[src/rtl/aq_vpu_viq0_ex_pipe_pkg.sv]
// Shared definitions for the VIQ0 execute pipeline: field widths and the
// control-payload bit layout {eu_sel, func, gp_sel, rm} (37 bits at the
// default group-select width).
package aq_vpu_viq0_ex_pipe_pkg;

  localparam int EU_WIDTH     = 10;
  localparam int FUNC_WIDTH   = 20;
  localparam int GP_WIDTH_DEF = 4;
  localparam int RM_WIDTH     = 3;
  localparam int ID_WIDTH     = 2;

  // gp_sel sits directly above rm in the packed control word.
  localparam int GP_LSB       = RM_WIDTH;

  // Width of the packed control word for a given group-select width.
  function automatic int ctrl_width(input int gp_w);
    return EU_WIDTH + FUNC_WIDTH + gp_w + RM_WIDTH;
  endfunction

endpackage

[src/rtl/aq_vpu_viq0_ex_pipe_stage_reg.sv]
// One execute stage: valid bit plus control payload with load/hold/flush.
// The payload loads whenever the stage is not held; the valid bit is cleared
// by flush. gp_sel is forced to zero on the output while the stage is empty.
module aq_vpu_ex_stage_reg
  import aq_vpu_viq0_ex_pipe_pkg::*;
#(
  parameter int GP_WIDTH = GP_WIDTH_DEF,
  parameter int CTRL_W   = ctrl_width(GP_WIDTH_DEF)
) (
  input  logic              forever_cpuclk,
  input  logic              cpurst_b,
  input  logic              flush,
  input  logic              hold,
  input  logic              vld_in,
  input  logic [CTRL_W-1:0] ctrl_in,
  output logic              vld,
  output logic [CTRL_W-1:0] ctrl_out
);

  logic [CTRL_W-1:0] ctrl_q;

  // Stage valid: flush wins, a held stage keeps its op, otherwise take upstream.
  // NOTE: sequential state uses non-blocking (<=) so every stage samples the
  // pre-edge value of its neighbour; blocking here would shift ops through
  // several stages in one clock.
  always_ff @(posedge forever_cpuclk or negedge cpurst_b) begin
    if (!cpurst_b) begin
      vld <= 1'b0;
    end else if (flush) begin
      vld <= 1'b0;
    end else if (!hold) begin
      vld <= vld_in;
    end
  end

  // Payload register: loads on every non-held cycle, untouched by flush.
  // NOTE: the payload is a plain register, not a memory, so it is reset to
  // zero; that is what makes every output read 0 straight out of reset.
  always_ff @(posedge forever_cpuclk or negedge cpurst_b) begin
    if (!cpurst_b) begin
      ctrl_q <= '0;
    end else if (!hold) begin
      ctrl_q <= ctrl_in;
    end
  end

  // Output view: group select gated off while the stage is empty.
  // NOTE: the default assignment first keeps this block free of latches.
  always_comb begin
    ctrl_out = ctrl_q;
    if (!vld) ctrl_out[GP_LSB +: GP_WIDTH] = '0;
  end

endmodule

[src/rtl/aq_vpu_viq0_ex_pipe.sv]
// VIQ0 execute pipeline control: carries issued vector ops through EX1..EX4
// with per-stage valid, backward stall (EX2 iterative unit, EX4 writeback
// conflict) and flush. EX1 additionally carries operands and the id tag.
// Optional build macro VPU_EX_BUBBLE_COLLAPSE_EN: hold only propagates
// upstream through occupied stages, so ops advance into a bubble ahead of a
// stalled stage. Without it every stage upstream of a stall holds.
module aq_vpu_viq0_ex_pipe
  import aq_vpu_viq0_ex_pipe_pkg::*;
#(
  parameter int GP_WIDTH = GP_WIDTH_DEF,
  parameter int FLEN     = 64,
  parameter int TYPE_W   = 48
) (
  input  logic                  forever_cpuclk,
  input  logic                  cpurst_b,
  input  logic                  idu_vpu_issue_vld,
  input  logic [EU_WIDTH-1:0]   idu_vpu_issue_eu_sel,
  input  logic [FUNC_WIDTH-1:0] idu_vpu_issue_func,
  input  logic [GP_WIDTH-1:0]   idu_vpu_issue_gp_sel,
  input  logic [RM_WIDTH-1:0]   idu_vpu_issue_rm,
  input  logic [ID_WIDTH-1:0]   idu_vpu_issue_id_reg,
  input  logic [FLEN-1:0]       idu_vpu_issue_srcv0,
  input  logic [FLEN-1:0]       idu_vpu_issue_srcv1,
  input  logic [FLEN-1:0]       idu_vpu_issue_srcv2,
  input  logic [TYPE_W-1:0]     idu_vpu_issue_srcv0_type,
  input  logic [TYPE_W-1:0]     idu_vpu_issue_srcv1_type,
  input  logic [TYPE_W-1:0]     idu_vpu_issue_srcv2_type,
  output logic                  vpu_idu_issue_rdy,
  input  logic                  rtu_vpu_flush,
  input  logic                  vpu_ex2_stall_req,
  input  logic                  vpu_ex4_stall_req,
  output logic [EU_WIDTH-1:0]   viq0_xx_ex1_eu_sel,
  output logic [FUNC_WIDTH-1:0] viq0_xx_ex1_func,
  output logic [GP_WIDTH-1:0]   viq0_xx_ex1_gp_sel,
  output logic [RM_WIDTH-1:0]   viq0_xx_ex1_rm,
  output logic [ID_WIDTH-1:0]   viq0_xx_ex1_id_reg,
  output logic [FLEN-1:0]       viq0_xx_ex1_srcv0,
  output logic [FLEN-1:0]       viq0_xx_ex1_srcv1,
  output logic [FLEN-1:0]       viq0_xx_ex1_srcv2,
  output logic [TYPE_W-1:0]     viq0_xx_ex1_srcv0_type,
  output logic [TYPE_W-1:0]     viq0_xx_ex1_srcv1_type,
  output logic [TYPE_W-1:0]     viq0_xx_ex1_srcv2_type,
  output logic [EU_WIDTH-1:0]   viq0_xx_ex2_eu_sel,
  output logic [FUNC_WIDTH-1:0] viq0_xx_ex2_func,
  output logic [GP_WIDTH-1:0]   viq0_xx_ex2_gp_sel,
  output logic [RM_WIDTH-1:0]   viq0_xx_ex2_rm,
  output logic                  viq0_xx_ex2_stall,
  output logic [EU_WIDTH-1:0]   viq0_xx_ex3_eu_sel,
  output logic [FUNC_WIDTH-1:0] viq0_xx_ex3_func,
  output logic [GP_WIDTH-1:0]   viq0_xx_ex3_gp_sel,
  output logic [RM_WIDTH-1:0]   viq0_xx_ex3_rm,
  output logic                  viq0_xx_ex3_stall,
  output logic [EU_WIDTH-1:0]   viq0_xx_ex4_eu_sel,
  output logic [FUNC_WIDTH-1:0] viq0_xx_ex4_func,
  output logic [GP_WIDTH-1:0]   viq0_xx_ex4_gp_sel,
  output logic [RM_WIDTH-1:0]   viq0_xx_ex4_rm,
  output logic                  viq0_xx_ex4_stall
);

  localparam int CTRL_W = ctrl_width(GP_WIDTH);

  logic              h1, h2, h3, h4;
  logic              issue_fire;
  logic              ex1_vld, ex2_vld, ex3_vld, ex4_vld;
  logic [CTRL_W-1:0] ex1_ctrl_q, ex1_ctrl, ex2_ctrl, ex3_ctrl, ex4_ctrl;

  // Hold terms: a stage holds when it or any stage it feeds is stuck.
  always_comb begin
    h4 = ex4_vld & vpu_ex4_stall_req;
`ifdef VPU_EX_BUBBLE_COLLAPSE_EN
    h3 = h4 & ex3_vld;
    h2 = (ex2_vld & vpu_ex2_stall_req) | (h3 & ex2_vld);
    h1 = h2 & ex1_vld;
`else
    h3 = h4;
    h2 = (ex2_vld & vpu_ex2_stall_req) | h3;
    h1 = h2;
`endif
  end

  assign vpu_idu_issue_rdy = ~h1;
  assign issue_fire        = idu_vpu_issue_vld & vpu_idu_issue_rdy;

  // EX1 valid: flush kills, hold keeps, otherwise take the accepted issue.
  always_ff @(posedge forever_cpuclk or negedge cpurst_b) begin
    if (!cpurst_b) begin
      ex1_vld <= 1'b0;
    end else if (rtu_vpu_flush) begin
      ex1_vld <= 1'b0;
    end else if (!h1) begin
      ex1_vld <= idu_vpu_issue_vld;
    end
  end

  // EX1 payload and operands: load only on an accepted issue.
  always_ff @(posedge forever_cpuclk or negedge cpurst_b) begin
    if (!cpurst_b) begin
      ex1_ctrl_q             <= '0;
      viq0_xx_ex1_id_reg     <= '0;
      viq0_xx_ex1_srcv0      <= '0;
      viq0_xx_ex1_srcv1      <= '0;
      viq0_xx_ex1_srcv2      <= '0;
      viq0_xx_ex1_srcv0_type <= '0;
      viq0_xx_ex1_srcv1_type <= '0;
      viq0_xx_ex1_srcv2_type <= '0;
    end else if (issue_fire) begin
      ex1_ctrl_q             <= {idu_vpu_issue_eu_sel, idu_vpu_issue_func,
                                 idu_vpu_issue_gp_sel, idu_vpu_issue_rm};
      viq0_xx_ex1_id_reg     <= idu_vpu_issue_id_reg;
      viq0_xx_ex1_srcv0      <= idu_vpu_issue_srcv0;
      viq0_xx_ex1_srcv1      <= idu_vpu_issue_srcv1;
      viq0_xx_ex1_srcv2      <= idu_vpu_issue_srcv2;
      viq0_xx_ex1_srcv0_type <= idu_vpu_issue_srcv0_type;
      viq0_xx_ex1_srcv1_type <= idu_vpu_issue_srcv1_type;
      viq0_xx_ex1_srcv2_type <= idu_vpu_issue_srcv2_type;
    end
  end

  // EX1 output view with group select gated while empty.
  always_comb begin
    ex1_ctrl = ex1_ctrl_q;
    if (!ex1_vld) ex1_ctrl[GP_LSB +: GP_WIDTH] = '0;
  end

  aq_vpu_ex_stage_reg #(.GP_WIDTH(GP_WIDTH), .CTRL_W(CTRL_W)) u_ex2 (
    .forever_cpuclk (forever_cpuclk),
    .cpurst_b       (cpurst_b),
    .flush          (rtu_vpu_flush),
    .hold           (h2),
    .vld_in         (ex1_vld & ~h1),
    .ctrl_in        (ex1_ctrl),
    .vld            (ex2_vld),
    .ctrl_out       (ex2_ctrl)
  );

  aq_vpu_ex_stage_reg #(.GP_WIDTH(GP_WIDTH), .CTRL_W(CTRL_W)) u_ex3 (
    .forever_cpuclk (forever_cpuclk),
    .cpurst_b       (cpurst_b),
    .flush          (rtu_vpu_flush),
    .hold           (h3),
    .vld_in         (ex2_vld & ~h2),
    .ctrl_in        (ex2_ctrl),
    .vld            (ex3_vld),
    .ctrl_out       (ex3_ctrl)
  );

  aq_vpu_ex_stage_reg #(.GP_WIDTH(GP_WIDTH), .CTRL_W(CTRL_W)) u_ex4 (
    .forever_cpuclk (forever_cpuclk),
    .cpurst_b       (cpurst_b),
    .flush          (rtu_vpu_flush),
    .hold           (h4),
    .vld_in         (ex3_vld & ~h3),
    .ctrl_in        (ex3_ctrl),
    .vld            (ex4_vld),
    .ctrl_out       (ex4_ctrl)
  );

  assign {viq0_xx_ex1_eu_sel, viq0_xx_ex1_func, viq0_xx_ex1_gp_sel, viq0_xx_ex1_rm} = ex1_ctrl;
  assign {viq0_xx_ex2_eu_sel, viq0_xx_ex2_func, viq0_xx_ex2_gp_sel, viq0_xx_ex2_rm} = ex2_ctrl;
  assign {viq0_xx_ex3_eu_sel, viq0_xx_ex3_func, viq0_xx_ex3_gp_sel, viq0_xx_ex3_rm} = ex3_ctrl;
  assign {viq0_xx_ex4_eu_sel, viq0_xx_ex4_func, viq0_xx_ex4_gp_sel, viq0_xx_ex4_rm} = ex4_ctrl;

  assign viq0_xx_ex2_stall = h2;
  assign viq0_xx_ex3_stall = h3;
  assign viq0_xx_ex4_stall = h4;

endmodule
[config.mk]
export PLATFORM = sky130hd
export DESIGN_NAME = aq_vpu_viq0_ex_pipe
export DESIGN_NICKNAME = d
export VERILOG_FILES = /design/src/rtl/aq_vpu_viq0_ex_pipe_pkg.sv /design/src/rtl/aq_vpu_viq0_ex_pipe_stage_reg.sv /design/src/rtl/aq_vpu_viq0_ex_pipe.sv
export SDC_FILE = /design/constraint.sdc
export NUM_CORES = 1
export LEC_CHECK = 0
export BUFFER_PORTS_ARGS = -buffer_cell sky130_fd_sc_hd__buf_2
export CAP_MARGIN = 20
export CORE_AREA = 2 2 337 339
export DETAILED_ROUTE_END_ITERATION = 10
export DIE_AREA = 0 0 339 341
export GPL_ROUTABILITY_DRIVEN = 0
export PLACE_DENSITY_LB_ADDON = 0.05
export SLEW_MARGIN = 20
export SYNTH_ARGS = -nofsm -noshare
export SYNTH_HDL_FRONTEND = slang
export SYNTH_SLANG_ARGS = --single-unit
[constraint.sdc]
create_clock -name forever_cpuclk -period 4.5 [get_ports forever_cpuclk]
set_clock_uncertainty 0.15 [all_clocks]
set_input_delay 0.675 -clock forever_cpuclk [delete_from_list [all_inputs] [get_ports forever_cpuclk]]
set_output_delay 0.675 -clock forever_cpuclk [all_outputs]
set_load 0.03 [all_outputs]
# After elaboration in Yosys (flattened, before gate mapping)
# Index checks and enable logic that the tools add are counted.
op_classes:
  mux: 12
  bitwise: 9
  eq_ne: 2
op_table:
  columns: ["cell", "n"]
  rows:
  - ["4-bit two-way mux", 4]
  - ["1-bit two-way mux", 8]
  - ["1-bit bitwise AND", 6]
  - ["2-bit inequality test, second input constant", 2]
  - ["1-bit inverter", 2]
  - ["1-bit bitwise OR", 1]
totals:
  register_bits: 490
  word_cells: 38
  out_inout_bits: 490

# Longest topological paths before layout
depth:
  ltp_word: 6
  mapped_depth: 6

# Hierarchy
# Synthesis repeated with hierarchy kept, for this count alone.
hier_totals:
  cells_unflattened: 1193
  area_unflattened_um2: 20850.0
modules_own_cells:
  columns: ["mod", "seq_area_each_um2", "cells_each", "area_each_um2", "n_inst"]
  rows:
  - ["aq_vpu_viq0_ex_pipe", 9409.0, 839, 15546.2, 1]
  - ["aq_vpu_ex_stage_reg", 950.9, 118, 1767.9, 3]

# Worst setup path after synthesis
# Ideal clock, no wire load.
synth_path:
  path_type: "input -> output"
  startpoint: "input port vpu_ex4_stall_req"
  endpoint: "output port viq0_xx_ex4_stall"
  cell_stages: 4
  path_buffers: 2
  setup_slack_ns: 2.055
  arrival_time_ns: 1.620
  cell_sequence: "nand2_1 > clkinv_1 > clkbuf_1 > buf_4"
synth_via:
  elab_chain_cells: 1
synth_lines:
  columns: ["element", "line_no", "rtl"]
  rows:
  - ["from (decl)", "aq_vpu_viq0_ex_pipe.sv:31", "input logic vpu_ex4_stall_req,"]
  - ["1-bit bitwise AND", "aq_vpu_viq0_ex_pipe.sv:69", "h4 = ex4_vld & vpu_ex4_stall_req;"]
  - ["to (decl)", "aq_vpu_viq0_ex_pipe.sv:57", "output logic viq0_xx_ex4_stall"]
# No other way between the ends.

# Worst setup path in the final report
layout_path:
  startpoint: "register u_ex4.vld"
  endpoint: "output port viq0_xx_ex2_stall"
layout_via:
  elab_chain_cells: 2
layout_lines:
  columns: ["element", "line_no", "rtl"]
  rows:
  - ["from (decl)", "aq_vpu_viq0_ex_pipe_stage_reg.sv:16", "output logic vld,"]
  - ["from (signal assigned)", "aq_vpu_viq0_ex_pipe_stage_reg.sv:32", "vld <= vld_in;"]
  - ["1-bit bitwise AND", "aq_vpu_viq0_ex_pipe.sv:69", null]
  - ["1-bit bitwise OR", "aq_vpu_viq0_ex_pipe.sv:76", "h2 = (ex2_vld & vpu_ex2_stall_req) | h3;"]
  - ["to (decl)", "aq_vpu_viq0_ex_pipe.sv:47", "output logic viq0_xx_ex2_stall,"]
# No other way between the ends.

==> summary by stage <==
Global route
For this run the aggregate overflow at the end of global routing stands at 0. The number of antenna violations at the first check in global routing is 40. The first-pass GRT wire length is 110 mm. The number of global-route vias before repair is approximately 15000. Entering global routing, the biggest net connects 104 pins.

The total routing resource utilization after global routing is 13.2%.

Routing
The post-detailed-route wirelength per cell is about 21 um. The antenna violation net count after detailed routing is 0. The mean number of vias per cell is approximately 3.6. After the first detailed-routing iteration, the DRC count stood at roughly 390.

For this block, the routed nets add up to 77.9 mm of wire. The count of TritonRoute iterations in the first routing pass is 6. The DRC violation count after routing is 0.

For this block, the via count after detailed routing is between 10000 and 15000.

STA
The number of hold violations in the final report is 0. The count of final max-slew check failures is 0. Setup violations remaining at the end of the flow were counted as 0. After layout, the worst path uses between 70% and 80% of the clock period.

Final hold analysis gives a worst-case slack of 0.112 ns. Adding up every negative setup slack in the final design gives 0 ns. Setup repair after global routing left no endpoint under its margin. The peak clock frequency supported by timing is 300 MHz. The slew at the pin closest to its max-slew limit is around 0.88 ns.

For the finished layout, the period the worst path requires is 3.33 ns. Measured against its own limit, the worst slew margin works out to between 40% and 50%.

Power
In this run the power density over the cells is between 500 and 600 mW/mm^2. The largest vdd supply drop is roughly 270 uV. For this design the static power due to leakage is between 10 and 15 nW.

Finish
The final layout net count is between 2000 and 3000. The largest registers in the layout are viq0_xx_ex1_srcv0: 64 flops, viq0_xx_ex1_srcv1: 64 flops, viq0_xx_ex1_srcv2: 64 flops. In the final layout, the share of cells above drive strength 1 is a little under half.

The count of placed standard cells in the final layout, fillers left out is ~3700. The area growth from synthesis to layout is 38.9%.

Die
The floorplan die area is around 0.12 mm^2. The die boundary height is between 300 and 400 um. The total I/O pin count is 871. The horizontal die dimension is 339 um.

The area of the core is between 0.1 and 0.15 mm^2. After floorplanning, the core was divided into about 120 placement rows. The initial utilization of the core area, before any placement, comes to approximately 17%.

Clocking
In this run the clock root is driven by a sky130_fd_sc_hd__clkbuf_16. The number of hold buffers added after CTS was 1. The later pin in the worst-skew pair is clocked with a latency of around 0.62 ns.

The clock-pin slew of the registers on the worst-case setup and hold paths is roughly 0.06 ns. In this run, CTS created clock tree buffers numbering 69. The number of levels the H-tree was split into is 3.

Once the clock tree was built, the setup fixing pass inserted 0 buffers. The clock passes through at most 3 buffers. Clock tree synthesis found a total of slightly below 500 sinks. TritonCTS built the clock tree.

After clock tree synthesis, the repair step resized 0 gates.

Placement
After legalization and detailed placement, the total HPWL measured 59.3 mm. The instance count after placement with tap cells included is approximately 3600. The count of port buffers added during placement is 870.

Setup path
The highest net fanout along the worst path is 40. The launching element type of the critical path is a register. The worst-case reg-to-reg path depth is 4.

The required time at the worst-slack endpoint is around 3.7 ns. The endpoint class of the critical path is a primary output. The critical path in this run is classified as register to primary output. The arrival time at the worst endpoint is 2.51 ns.

Status
The run finished with clean final reports.

Run
The tool flagged a number of max-cap violations equal to 0.

Synthesis
A synthesized cell averages 13.7 um^2. After synthesis, flip-flops and latches occupy approximately 64% of the total area. For this run, the number of Yosys warnings is 0. When the netlist entered floorplanning its net count stood at approximately 1800. In this run, distinct cell masters in the synthesized netlist total 18. Summing every instance area after synthesis gives between 0.015 and 0.02 mm^2. Counting every instance in the synthesized netlist gives 1409.

Counting flops and latches in the post-synthesis netlist gives 490.

Worst hold path
The worst hold path passes through 2 cells. The path category of the worst min-delay check is primary input to register.
-- per-layer routing --
layer  vias up  routed length, um  global-route usage, %
met5         -                202                      0
met4        30               2930                   5.90
met3       158               6170                   4.77
met1      6629              26900                   13.2
met2       547              41700                   24.5
li1       6109                  -                      -
-- stage by stage --
stage / instance area, um^2 / worst slack, ns / util [%] / power [mW]
after global routing: 26800 / 0.973 / 23.9 / 14.7
after floorplan: 19300 / 2.06 / - / 7.51
after global placement: 24400 / 1.39 / 21.8 / 8.61
final: 26800 / 1.17 / 23.9 / 14.0
after detailed placement: 24400 / 1.42 / 21.8 / 8.61
after CTS: 26700 / 1.04 / 23.9 / 14.4
-- worst max-delay path, stage by stage (launching register included) --
cell	delay (ns)
sky130_fd_sc_hd__dfrtp_1	0.46
sky130_fd_sc_hd__a22oi_4	0.28
sky130_fd_sc_hd__buf_4	0.48
sky130_fd_sc_hd__inv_2	0.05
sky130_fd_sc_hd__buf_4	0.30
sky130_fd_sc_hd__buf_2	0.26
-- cell families after synthesis --
group	Yosys count	share of synthesized area, %
flip-flops	490	63.6
multiplexers	383	22.4
AND/OR/NAND/NOR	334	6.73
buffers and inverters	199	7.11
AO/OA/AOI/OAI	3	0.175
-- synthesized netlist by cell type --
cell	n	area share, %
sky130_fd_sc_hd__mux2_1	339	20
sky130_fd_sc_hd__nor3_1	1	0.026
sky130_fd_sc_hd__mux2_2	44	2.6
sky130_fd_sc_hd__nand2_1	311	6.1
sky130_fd_sc_hd__buf_1	1	0.019
sky130_fd_sc_hd__and2_1	16	0.52
sky130_fd_sc_hd__buf_6	10	0.58
sky130_fd_sc_hd__nor2_1	5	0.097
sky130_fd_sc_hd__dfrtp_1	490	64
sky130_fd_sc_hd__a21oi_1	1	0.026
sky130_fd_sc_hd__a22oi_4	1	0.11
sky130_fd_sc_hd__nand2_2	1	0.032
sky130_fd_sc_hd__inv_1	1	0.019
sky130_fd_sc_hd__clkbuf_1	19	0.37
sky130_fd_sc_hd__clkinv_1	1	0.019
sky130_fd_sc_hd__buf_2	31	0.80
sky130_fd_sc_hd__a22oi_1	1	0.039
sky130_fd_sc_hd__buf_4	136	5.3
-- cell usage in the layout (no fill, tap or decap) --
cell and instances:
sky130_fd_sc_hd__buf_2 869, sky130_fd_sc_hd__dfrtp_1 490, sky130_fd_sc_hd__mux2_1 339, sky130_fd_sc_hd__nand2_1 310
sky130_fd_sc_hd__clkbuf_16 72, sky130_fd_sc_hd__mux2_2 44, sky130_fd_sc_hd__clkbuf_8 18, sky130_fd_sc_hd__buf_4 18
sky130_fd_sc_hd__and2_1 16, sky130_fd_sc_hd__clkbuf_1 16, sky130_fd_sc_hd__diode_2 9, sky130_fd_sc_hd__clkinv_2 9
sky130_fd_sc_hd__buf_12 6, sky130_fd_sc_hd__nor2_1 5, sky130_fd_sc_hd__inv_6 3, sky130_fd_sc_hd__bufinv_16 3
sky130_fd_sc_hd__inv_2 2, sky130_fd_sc_hd__nand2_4 1, sky130_fd_sc_hd__a22oi_4 1, sky130_fd_sc_hd__nand2_8 1
sky130_fd_sc_hd__a22oi_1 1, sky130_fd_sc_hd__a21oi_1 1, sky130_fd_sc_hd__nor3_1 1, sky130_fd_sc_hd__clkinv_4 1
sky130_fd_sc_hd__clkinv_8 1, sky130_fd_sc_hd__clkinvlp_4 1, sky130_fd_sc_hd__dlygate4sd3_1 1, sky130_fd_sc_hd__buf_8 1
-- where the power goes --
part	switching, mW	leakage [nW]	total [mW]	internal (mW)
Clock	2.14	1.14	5.54	3.40
Sequential	0.367	5.76	5.38	5.01
Combinational	2.16	6.15	3.06	0.903
-- final timing paths --
check / start / end / slack (ns)
worst max-delay path: u_ex4.vld$_DFFE_PN0P_ / viq0_xx_ex2_stall / 1.17
worst min-delay path: idu_vpu_issue_srcv1[42] / viq0_xx_ex1_srcv1[42]$_DFFE_PN0P_ / 0.11
worst max register to register: u_ex4.vld$_DFFE_PN0P_ / viq0_xx_ex1_srcv2[48]$_DFFE_PN0P_ / 1.96
worst min register to register: u_ex4.ctrl_q[31]$_DFFE_PN0N_ / u_ex4.ctrl_q[31]$_DFFE_PN0N_ / 0.31
max in group asynchronous: cpurst_b / viq0_xx_ex1_srcv2_type[45]$_DFFE_PN0P_ / 2.72
min in group asynchronous: cpurst_b / u_ex2.ctrl_q[6]$_DFFE_PN0N_ / 0.43
-- cell type report --
type	count	area, um^2
clock inverter	18	194
clock buffer	106	2110
tap	1500	1880
inverter	2	7.51
sequential	490	12300
antenna	9	22.5
multi-input combinational	720	5670
timing repair buffer	895	4630
fill	12100	85100
(Power assumes the default switching activity.)
